===== src/rtl/wavegen_pkg.sv =====
// Shared constants and encodings for the waveform-generator datapath blocks.
package wavegen_pkg;

  localparam int unsigned FREQ_MIN     = 1000;
  localparam int unsigned FREQ_MAX     = 999999;
  localparam int unsigned FREQ_DEFAULT = 100000;

  typedef enum logic [1:0] {
    SWEEP_OFF = 2'b00,
    SAW_UP    = 2'b01,
    SAW_DN    = 2'b10,
    TRI       = 2'b11
  } sweep_mode_e;

  typedef enum logic [1:0] {
    ST_IDLE = 2'b00,
    ST_UP   = 2'b01,
    ST_DOWN = 2'b10
  } sweep_state_e;

  // Upper band edge: base + span, saturated at the top of the DDS range.
  function automatic logic [19:0] band_hi(input logic [19:0] f, input logic [16:0] r);
    logic [20:0] sum;
    sum = {1'b0, f} + {4'b0, r};
    return (sum > 21'(FREQ_MAX)) ? 20'(FREQ_MAX) : sum[19:0];
  endfunction

endpackage


===== src/rtl/ms_tick_gen.sv =====
// Millisecond strobe: a single-cycle tick every CLK_HZ/1000 clocks.
module ms_tick_gen #(
  parameter int unsigned CLK_HZ = 100_000_000
) (
  input  logic clk,
  input  logic rst_n,
  output logic tick
);

  localparam int unsigned TICK_DIV = CLK_HZ / 1000;
  localparam int          CW       = (TICK_DIV > 1) ? $clog2(TICK_DIV) : 1;

  logic [CW-1:0] cnt;

  assign tick = (cnt == CW'(TICK_DIV - 1));

  // NOTE: clocked state uses non-blocking assignments so every register
  // samples pre-edge values regardless of block evaluation order.
  always_ff @(posedge clk or negedge rst_n) begin
    if (!rst_n)    cnt <= '0;
    else if (tick) cnt <= '0;
    else           cnt <= cnt + CW'(1);
  end

endmodule


===== src/rtl/sweep_controller.sv =====
// Millisecond frequency sweep engine feeding the DDS stage: saw-up, saw-down
// or triangle sweeps over [lo, hi], or a registered pass-through of the base.
module sweep_controller
  import wavegen_pkg::*;
#(
  parameter int unsigned CLK_HZ = 100_000_000
) (
  input  logic        clk,
  input  logic        rst_n,
  input  logic [19:0] freq_in,
  input  logic [16:0] range_in,
  input  logic [12:0] speed_in,
  input  logic [1:0]  mode_in,
  output logic [19:0] freq_cur,
  output logic        sweep_dir,
  output logic        sweep_wrap,
  output logic        sweep_active
);

  logic         tick;
  logic [19:0]  lo;
  logic [19:0]  hi;
  logic [16:0]  range_q;
  sweep_mode_e  mode_q;
  logic         restart;

  sweep_state_e state;
  sweep_state_e state_n;
  logic [19:0]  freq_n;
  logic         dir_n;
  logic         wrap_n;
  logic [20:0]  sum_up;
  logic [20:0]  floor_dn;
  logic         can_step;

  ms_tick_gen #(.CLK_HZ(CLK_HZ)) u_tick (
    .clk  (clk),
    .rst_n(rst_n),
    .tick (tick)
  );

  // lo doubles as the registered copy of freq_in for change detection.
  always_ff @(posedge clk or negedge rst_n) begin
    if (!rst_n) begin
      lo           <= 20'(FREQ_DEFAULT);
      hi           <= 20'(FREQ_DEFAULT);
      range_q      <= '0;
      mode_q       <= SWEEP_OFF;
      restart      <= 1'b0;
      sweep_active <= 1'b0;
    end else begin
      lo           <= freq_in;
      hi           <= band_hi(freq_in, range_in);
      range_q      <= range_in;
      mode_q       <= sweep_mode_e'(mode_in);
      restart      <= (freq_in != lo) || (range_in != range_q) || (mode_in != mode_q);
      sweep_active <= (mode_in != 2'b00) && (range_in != '0) && (speed_in != '0);
    end
  end

  assign sum_up   = {1'b0, freq_cur} + {8'b0, speed_in};
  assign floor_dn = {1'b0, lo} + {8'b0, speed_in};
  // An empty band or zero step freezes the sweep at its start point.
  assign can_step = tick && (speed_in != '0) && (hi > lo);

  // NOTE: every combinational output gets a default up front so no path
  // leaves a signal unassigned and infers a latch.
  always_comb begin
    state_n = state;
    freq_n  = freq_cur;
    dir_n   = sweep_dir;
    wrap_n  = 1'b0;
    if (restart) begin
      freq_n = (mode_q == SAW_DN) ? hi : lo;
      dir_n  = (mode_q != SAW_DN);
      unique case (mode_q)
        SWEEP_OFF: state_n = ST_IDLE;
        SAW_DN:    state_n = ST_DOWN;
        default:   state_n = ST_UP;
      endcase
    end else begin
      unique case (state)
        ST_IDLE: begin
          freq_n = lo;
          if (mode_q == SAW_DN)         state_n = ST_DOWN;
          else if (mode_q != SWEEP_OFF) state_n = ST_UP;
        end
        ST_UP: if (can_step) begin
          if (mode_q == TRI && sum_up >= {1'b0, hi}) begin
            freq_n  = hi;
            state_n = ST_DOWN;
            dir_n   = 1'b0;
          end else if (sum_up > {1'b0, hi}) begin
            freq_n = lo;
            wrap_n = 1'b1;
          end else begin
            freq_n = sum_up[19:0];
          end
        end
        ST_DOWN: if (can_step) begin
          // Triangle treats landing exactly on lo as the bottom turn.
          if (mode_q == TRI && {1'b0, freq_cur} <= floor_dn) begin
            freq_n  = lo;
            state_n = ST_UP;
            dir_n   = 1'b1;
            wrap_n  = 1'b1;
          end else if ({1'b0, freq_cur} >= floor_dn) begin
            freq_n = freq_cur - {7'b0, speed_in};
          end else begin
            freq_n = hi;
            wrap_n = 1'b1;
          end
        end
        default: state_n = ST_IDLE;
      endcase
    end
  end

  always_ff @(posedge clk or negedge rst_n) begin
    if (!rst_n) begin
      state      <= ST_IDLE;
      freq_cur   <= 20'(FREQ_DEFAULT);
      sweep_dir  <= 1'b1;
      sweep_wrap <= 1'b0;
    end else begin
      state      <= state_n;
      freq_cur   <= freq_n;
      sweep_dir  <= dir_n;
      sweep_wrap <= wrap_n;
    end
  end

endmodule


===== config.mk =====
export PLATFORM = sky130hd
export DESIGN_NAME = sweep_controller
export DESIGN_NICKNAME = d
export VERILOG_FILES = /design/src/rtl/wavegen_pkg.sv /design/src/rtl/ms_tick_gen.sv /design/src/rtl/sweep_controller.sv
export SDC_FILE = /design/constraint.sdc
export NUM_CORES = 1
export LEC_CHECK = 0
export CORE_UTILIZATION = 61
export CTS_CLUSTER_SIZE = 24
export DETAILED_ROUTE_END_ITERATION = 6
export PLACE_DENSITY = 0.89
export REMOVE_ABC_BUFFERS = 1
export SLEW_MARGIN = 20
export SYNTH_ARGS = -nofsm -noshare
export SYNTH_HDL_FRONTEND = slang
export SYNTH_SLANG_ARGS = --single-unit

===== constraint.sdc =====
create_clock -name clk -period 5.46 [get_ports clk]
set_input_delay 0.819 -clock clk [delete_from_list [all_inputs] [get_ports clk]]
set_output_delay 0.819 -clock clk [all_outputs]
set_load 0.01 [all_outputs]

# Word-level counts from Yosys, hierarchy flattened
# Cells that the tools add are included.
# word_totals
reg_bits	102
input_bits	54
output_inout_bits	23
# op_classes
add_sub_neg	5
n_lt_le_gt_ge	6
n_eq_ne	14
n_mux	34
reduce_logical	19
# ops
cell	count
two-way mux 20 bit	9
case mux 20 bit (3 select lines)	1
adder 20 x 13 -> 21 bit	2
adder 20 x 17 -> 21 bit	1
greater-or-equal comparator 20 x 21 -> 1 bit	1
greater-or-equal comparator 21 x 20 -> 1 bit	1
> comparator 21 x 20 -> 1 bit	1
> comparator 21 x 20 -> 1 bit, second input constant	1
<= comparator 20 x 21 -> 1 bit	1
> comparator 20 bit	1
!= test 20 bit	1
subtractor 20 x 13 -> 20 bit	1
adder 17 x 1 -> 17 bit, second input constant	1
equality test 17 bit, second input constant	1
two-way mux 17 bit	1
!= test 17 bit	1
nonzero test 17 bit	1
two-way mux 2 bit	7
nonzero test 13 bit	1
two-way mux 1 bit	12
!= test 3 bit, second input constant	4
AND reduction 5 bit	2
equality test 2 bit, second input constant	3
logical AND 1 bit	6
other kinds (13)	17

# Longest topological paths before layout
# Gate-level depths: netlist of the first run.
# logic_depth
ltp_word	7
depth_mapped	21

# Cells and area by module
# A second synthesis of the first run with hierarchy kept.
# unflattened
cells_unflattened	1225
hier_area_um2	10327.4
# modules_own_cells
module	n_inst	cells_each	area_per_inst_um2	seq_area_each_um2
sweep_controller	1	1151	9534.1	2150.8
ms_tick_gen	1	74	793.3	425.4

# Worst setup path before layout of the first run
# No wires, ideal clock.
# synth_path
kind	input port to flip-flop
startpoint	input port speed_in[0]
endpoint	register freq_cur[3]
setup_time_ns	0.140
arrival_time_ns	4.942
required_time_ns	5.320
path_slack_ns	0.379
cell_stages	20
path_cell_list	ha_1 -> inv_1 -> fa_1 -> nor2_1 -> o221ai_1 -> a311oi_2 -> o311ai_4 -> a21oi_1 -> xor2_1 -> ha_1 -> a2111oi_0 -> o21ai_0 -> a2111oi_0 -> o211ai_1 -> o21ai_0 -> and2_1 -> buf_2 -> nor2_1 -> a22oi_1 -> a41oi_1
# synth_via
elab_chain_cells	7
# synth_lines
item	line_no	rtl
start: declaration	sweep_controller.sv:12	input logic [12:0] speed_in,
adder 20 x 13 -> 21 bit (on tied branches)	sweep_controller.sv:62, sweep_controller.sv:61	
greater-or-equal comparator 20 x 21 -> 1 bit, or another cell as far along	sweep_controller.sv:107	end else if ({1'b0, freq_cur} >= floor_dn) begin
two-way mux 20 bit, or another cell as far along	sweep_controller.sv:107	
two-way mux 20 bit (on tied branches)	sweep_controller.sv:102, sweep_controller.sv:89	
two-way mux 20 bit (on tied branches)	sweep_controller.sv:100, sweep_controller.sv:88	
case mux 20 bit (3 select lines)	sweep_controller.sv:82	unique case (state)
two-way mux 20 bit	sweep_controller.sv:73	if (restart) begin
end signal: assignment	sweep_controller.sv:122	freq_cur <= 20'(FREQ_DEFAULT);
end signal: assignment	sweep_controller.sv:127	freq_cur <= freq_n;
end: declaration	sweep_controller.sv:14	output logic [19:0] freq_cur,
# Several ways; a longest one is shown, not always the timed one. The select of a mux whose other input is x is not followed.
# A chain may end at the register's enable or synchronous reset.

# Final worst setup path of the first run
# layout_path
startpoint	input port speed_in[5]
endpoint	register freq_cur[4]
# The elaborated chain is that of the path after synthesis.

==> results of run 1 <==
final cells by class:
cell class / instances / area, sq um
Multi-Input combinational cell: 1040 / 7450
Fill cell: 1118 / 3640
Sequential cell: 102 / 2580
Timing Repair Buffer: 232 / 1960
Inverter: 80 / 300
Tap cell: 220 / 275
Clock buffer: 10 / 239
Clock inverter: 6 / 76.3
state kept, by name (all words and copies together) (netlist names):
register / count
restart: 1
sweep_dir: 1
sweep_wrap: 1
state: 2
sweep_active: 1
hi: 20
lo: 20
u_tick.cnt: 17
range_q: 17
mode_q: 2
freq_cur: 20
synthesized netlist by cell type, drive strengths merged, types with 16 or more instances:
| cell | instances |
|---|---|
| dfstp | 19 |
| nand2 | 114 |
| nand4 | 26 |
| nor4 | 20 |
| nand3 | 37 |
| nor2 | 125 |
| o211ai | 16 |
| clkbuf | 40 |
| a211oi | 32 |
| nor3 | 27 |
| xor2 | 39 |
| xnor2 | 76 |
| ha | 120 |
| o21a | 16 |
| a31oi | 20 |
| o21ai | 75 |
| dfrtp | 83 |
| inv | 79 |
| a21o | 22 |
| a21oi | 80 |
path summary, 6_finish.rpt:
path,startpoint,end,slack [ns],cells after the start
setup / recovery,speed_in[5],freq_cur[4],0.06,26
hold / removal,u_tick.cnt[0],u_tick.cnt[0],0.46,1
setup reg to reg,lo[1],freq_cur[4],0.43,25
hold reg to reg,u_tick.cnt[0],u_tick.cnt[0],0.46,1
max in group asynchronous,rst_n,lo[5],3.84,2
min in group asynchronous,rst_n,freq_cur[19],0.55,1
routing by layer:
layer | part of all wire | track usage | vias to the layer above
li1 | - | - | 5036
met1 | 0.38 | 0.535 | 5299
met2 | 0.45 | 0.658 | 834
met3 | 0.12 | 0.0946 | 179
met4 | 0.055 | 0.216 | 0
met5 | 0 | 0 | -
critical path, stage by stage:
cell             delay, ns
clkdlybuf4s50_1       0.44
buf_4                 0.17
ha_1                  0.23
nor3_1                0.25
o21a_1                0.28
o31ai_4               0.10
o211a_1               0.23
o21a_1                0.18
o21ai_1               0.13
buf_4                 0.18
nor3_2                0.06
xnor2_1               0.31
ha_1                  0.34
nand3_4               0.15
nor2b_4               0.06
nand4_1               0.17
buf_4                 0.14
o211ai_1              0.13
nand2b_4              0.11
buf_4                 0.12
a21oi_1               0.06
buf_4                 0.18
buf_4                 0.16
buf_4                 0.14
a211o_1               0.30
a41oi_1               0.21
power by group:
part / switching, mW / total [mW] / internal [mW]
Clock: 0.325 / 0.702 / 0.377
Sequential: 0.123 / 0.962 / 0.838
Combinational: 1.03 / 1.84 / 0.814
Total: 1.48 / 3.51 / 2.03
cells by family after synthesis:
| kind of cell | Yosys count | synth area share |
|---|---|---|
| AND/OR/NAND/NOR | 426 | 0.199 |
| AO/OA/AOI/OAI | 371 | 0.247 |
| buffers and inverters | 130 | 0.0488 |
| adder cells (fa/ha/maj) | 124 | 0.153 |
| XOR/XNOR | 115 | 0.0977 |
| flip-flops | 102 | 0.250 |
| multiplexers | 4 | 0.00389 |
what timing repair did:
action,CTS,global route
setup buffers,6,11
resized for setup,22,46
setup endpoints to repair,23,24
pin swaps,5,23
==> impl_metrics.yaml, run 1 <==
cells_and_area:
  post_layout_nonfiller_instances: 1690
  nets: 1643
  syn2layout_area_growth_pct: 25.0
  drive_gt1_frac: 0.179
  stdcell_area_sq_um: 12900
  diodes: 0
  final_common_cell: "buf_4"
  layout_common_cells: "buf_4, nor2_1, ha_1, nand2_1, dfrtp_1"
  final_util: 0.780
floorplan:
  ios: 77
  dieArea_sq_um: 17400
  die_x_um: 132
  num_rows: 47
  die_y_um: 132
  core-area_sq_um: 16500
  floorplan.initialDensity: 0.624
routing:
  ant_nets: 0
  routedWlPerCell_um: 22.0
  vias: 11300
  vias_per_cell: 6.71
  wl_um: 37100
  drc_errors: 0
  drtPass1Iterations: 7
  drtIter0Drc: 1249
yosys:
  synth_cell_types: 86
  ys_warn_count: 0
  async_flop_share: 1.00
  synth.area.top_cells: "dfrtp_1, ha_1, xnor2_1"
  synth-seq-cells: 102
  synth_edf_count: 0
  syn_area_per_cell_sq_um: 8.10
  synthFlopType: "dfrtp_1"
  syn_area_sq_um: 10300
  yosys.area.top_type_share: 0.202
  netlist_instances: 1272
  yosysTopAreaCell: "dfrtp_1"
  synth_seq_area_share: 0.250
pwr:
  power_leakage_nw: 5.77
  p_total_mw: 3.51
  power.density_nw_per_um2: 272
  ir_worst_vdd_v: 0.000215
placed_design:
  dp_slack_ns: -0.612
  dpl.cell_count: 1658
  place_area_sq_um: 12200
  gp_congestion: 1.02
  io_buffers: 76
  detailed_place_hpwl_um: 28100
clock_network:
  clockBufferDepth: 2
  htree_levels: 3
  clk_latency_ns: 0.36
  numCtsBuffers: 9
  cts_sinks: 102
  cts_tree: "yes"
  cts_hold_buf: 0
  clkSlewWorstSetupHoldPaths_ns: 0.07
  clockRootBuffer: "clkbuf_16"
timing:
  fin_worst_skew_ns: 0.00946
  tightest_slew_ns: 0.847
  holdWs_ns: 0.463
  period_share: 0.989
  final_hold_viol_count: 0
  min_period_ns: 5.40
  max-slew-margin-rel: 0.435
  max_freq_mhz: 185
  tns_ns: 0
  worst_slack_ns: 0.0586
  setup_viol: 0
  drv_slew: 0
critical_path:
  worstPathMaxFanout: 6
  end_kind: "flop"
  start_kind: "primary input"
  required_ns: 5.73
  cp_data_arrival_time_ns: 5.67
  path_class: "in2reg"
global_route:
  grt_pass1_vias: 10700
  grt_start_max_net_pins: 62
  grt_util_all_layers: 0.417
  grt_pass1_wl_um: 56600
  antenna_found_initial: 0
  grt_overflow: 0
job:
  drv_cap: 0
run_status:
  outcome: "complete, no violations"
min_path:
  hold_class: "reg2reg"
Note: power is estimated with default switching activity, not from simulation.
==> run 2: changes to the inputs <==
- ABC_AREA: default -> 1
- ABC_CLOCK_PERIOD_IN_PS: default -> 5460
- PLACE_DENSITY: 0.89 -> 0.88
==> run 2 against run 1 <==
Critical path type unchanged. Count of clock-buffer cells in the layout shrank 1. Global-route usage shrank 2.3 points. Combinational power decreased by 15%. Sequential share of layout area is 0.93 points higher.
==> impl_metrics.yaml, run 2 <==
yosys:
  synthMostInstantiatedCell: "nand2_1"
  yosysTopAreaCell: "dfrtp_1"
  synth_seq_area_share: 0.234
  syn_area_sq_um: 11000
  synth.area.top_cells: "dfrtp_1, ha_1, nand2_1"
  synth_top_family_by_area: "simple AND/OR/NAND/NOR gates"
  synth_cell_types: 54
  synth_mux_area_frac: 0
  synthFlopType: "dfrtp_1"
  yosys.area.top_type_share: 0.189
  ys_warn_count: 0
  netlist_instances: 1590
  synthXorXnorAreaFrac: 0.0804
  synth_compound_area_frac: 0.137
  synth_edf_count: 0
  syn_area_per_cell_sq_um: 6.92
  synthAdderAreaFrac: 0.144
  synth-seq-cells: 102
  yosys.area_share.simple: 0.307
  async_flop_share: 1.00
  synth_commonest_cells: "nand2_1, inv_1, nand3_1, nor2_1, a21oi_1"
pwr:
  p_total_mw: 3.17
  ir_worst_vdd_v: 0.000191
  power.density_nw_per_um2: 257
  power_leakage_nw: 6.13
cells_and_area:
  layout_common_cells: "nand2_1, inv_1, nand3_1, nor2_1, a21oi_1"
  nets: 1832
  final_util: 0.704
  diodes: 0
  syn2layout_area_growth_pct: 11.9
  stdcell_area_sq_um: 12300
  reg.largest.list: "freq_cur: 20 flops, hi: 20 flops, lo: 20 flops"
  final_common_cell: "nand2_1"
  multiInputGateArea_sq_um: 7360
  drive_gt1_frac: 0.0850
  post_layout_nonfiller_instances: 1884
  seq_area_sq_um: 2580
  n_fill_cell: 1477
timing:
  final_hold_viol_count: 0
  tns_ns: 0
  max-slew-margin-rel: 0.204
  fin_worst_skew_ns: 0.0182
  tightest_slew_ns: 1.19
  setup_viol: 0
  drv_slew: 0
  period_share: 0.946
  min_period_ns: 5.17
  max_freq_mhz: 194
placed_design:
  place_area_sq_um: 12000
  gp_congestion: 1.03
  io_buffers: 76
  dpl.cell_count: 1867
  detailed_place_hpwl_um: 26900
critical_path:
  worstPathMaxFanout: 21
  cpMostUsedCell: "nand2_1"
  cp_data_arrival_time_ns: 5.43
  crit_slowest_cell: "clkdlybuf4s50_1"
  cp_top_family: "simple AND/OR/NAND/NOR gates"
  path_buf_inv: 3
  slowest_delay_ns: 0.46
  start_kind: "primary input"
  end_kind: "flop"
  path_class: "in2reg"
  required_ns: 5.72
global_route:
  antenna_found_initial: 0
  grt_pass1_vias: 11000
  grt_overflow: 0
  grt_util_all_layers: 0.394
  grt_pass1_wl_um: 55600
  grt_start_max_net_pins: 62
floorplan:
  num_rows: 48
  die_x_um: 136
  floorplan.initialDensity: 0.630
  dieArea_sq_um: 18600
  ios: 77
  die_y_um: 136
  core-area_sq_um: 17500
clock_network:
  cts_tree: "yes"
  clk_latency_ns: 0.36
  numCtsBuffers: 9
  clockBufferDepth: 2
  cts.repair.resized: 0
  clkSlewWorstSetupHoldPaths_ns: 0.09
  cts_sinks: 102
  htree_levels: 3
  cts_setup_buffers: 0
  cts_hold_buf: 0
  clockRootBuffer: "clkbuf_16"
run_status:
  outcome: "complete, no violations"
routing:
  vias_per_cell: 6.16
  drc_errors: 0
  ant_nets: 0
  drtPass1Iterations: 6
  routedWlPerCell_um: 19.2
  wl_um: 36100
  drtIter0Drc: 1301
  vias: 11600
min_path:
  hold_class: "reg2reg"
job:
  drv_cap: 0
-- run 2: cell types whose count changed after synthesis, moves of 28 or more --
cell      previous run  this run
a211oi_1            32         4
xnor2_1             76        42
o21ai_0             73        30
nand3_1             36       156
nand2_1            114       326
inv_1               79       188
a21oi_2              0        28
a21oi_1             80       121
-- run 2: worst register-to-register path: stages, from the launching register on --
cell	delay (ns)
dfrtp_1	0.49
ha_1	0.41
nand2_1	0.07
nor2_1	0.12
a211oi_1	0.09
o21ai_1	0.22
nand3_1	0.10
nand2_1	0.09
a21oi_1	0.11
o21ai_1	0.21
nand2_1	0.14
nor3_1	0.20
xor2_1	0.17
inv_1	0.07
ha_1	0.28
nand2_1	0.07
nor2_2	0.07
nand4_1	0.11
inv_1	0.15
nor2_4	0.43
nand3_4	0.39
nand2_1	0.19
nand3_1	0.10
nand2_1	0.09
nand3_1	0.10
nand2_1	0.13
a21oi_2	0.05
-- run 2: per-layer routing --
| layer | GRT usage | wire (um) | share of wire |
|---|---|---|---|
| met1 | 0.499 | 14000 | 0.39 |
| met2 | 0.642 | 16500 | 0.46 |
| met3 | 0.0757 | 4090 | 0.11 |
| met4 | 0.191 | 1510 | 0.042 |
| met5 | 0 | 0 | 0 |
-- run 2: cells by family after synthesis --
logic type      count (synthesis)
fa+ha+maj                     124
buf+inv                       258
simple gates                  753
compound gates                252
flops                         102
xor+xnor                      101
-- run 2: layout make-up --
type | count | area share
tap | 225 | 0.0229
sequential | 102 | 0.209
multi-input combinational | 1231 | 0.598
inverter | 202 | 0.0617
timing repair buffer | 108 | 0.0842
clock buffer | 9 | 0.0183
clock inverter | 7 | 0.00539
-- run 2: report_power, final --
part	leakage [nW]	switching, mW	internal (mW)
Clock	0.141	0.330	0.321
Combinational	4.79	0.979	0.593
Sequential	1.19	0.110	0.837
-- run 2: through the flow --
stage	worst slack, ns	hold slack, ns
after detailed placement	-0.322	0.469
after CTS	0.0230	0.480
after global routing	-0.00291	0.504
after floorplan	0.901	0.433
after global placement	-0.142	0.448
final	0.292	0.479
-- run 2: final timing paths --
check,startpoint,slack (ns),end,cells past startpoint
min,sweep_dir,0.48,sweep_dir,2
min reg2reg,sweep_dir,0.48,sweep_dir,2
max in group asynchronous,rst_n,3.85,hi[10],2
min in group asynchronous,rst_n,0.55,u_tick.cnt[2],1
max reg2reg,lo[2],0.71,freq_cur[17],26
max,speed_in[2],0.29,freq_cur[17],27
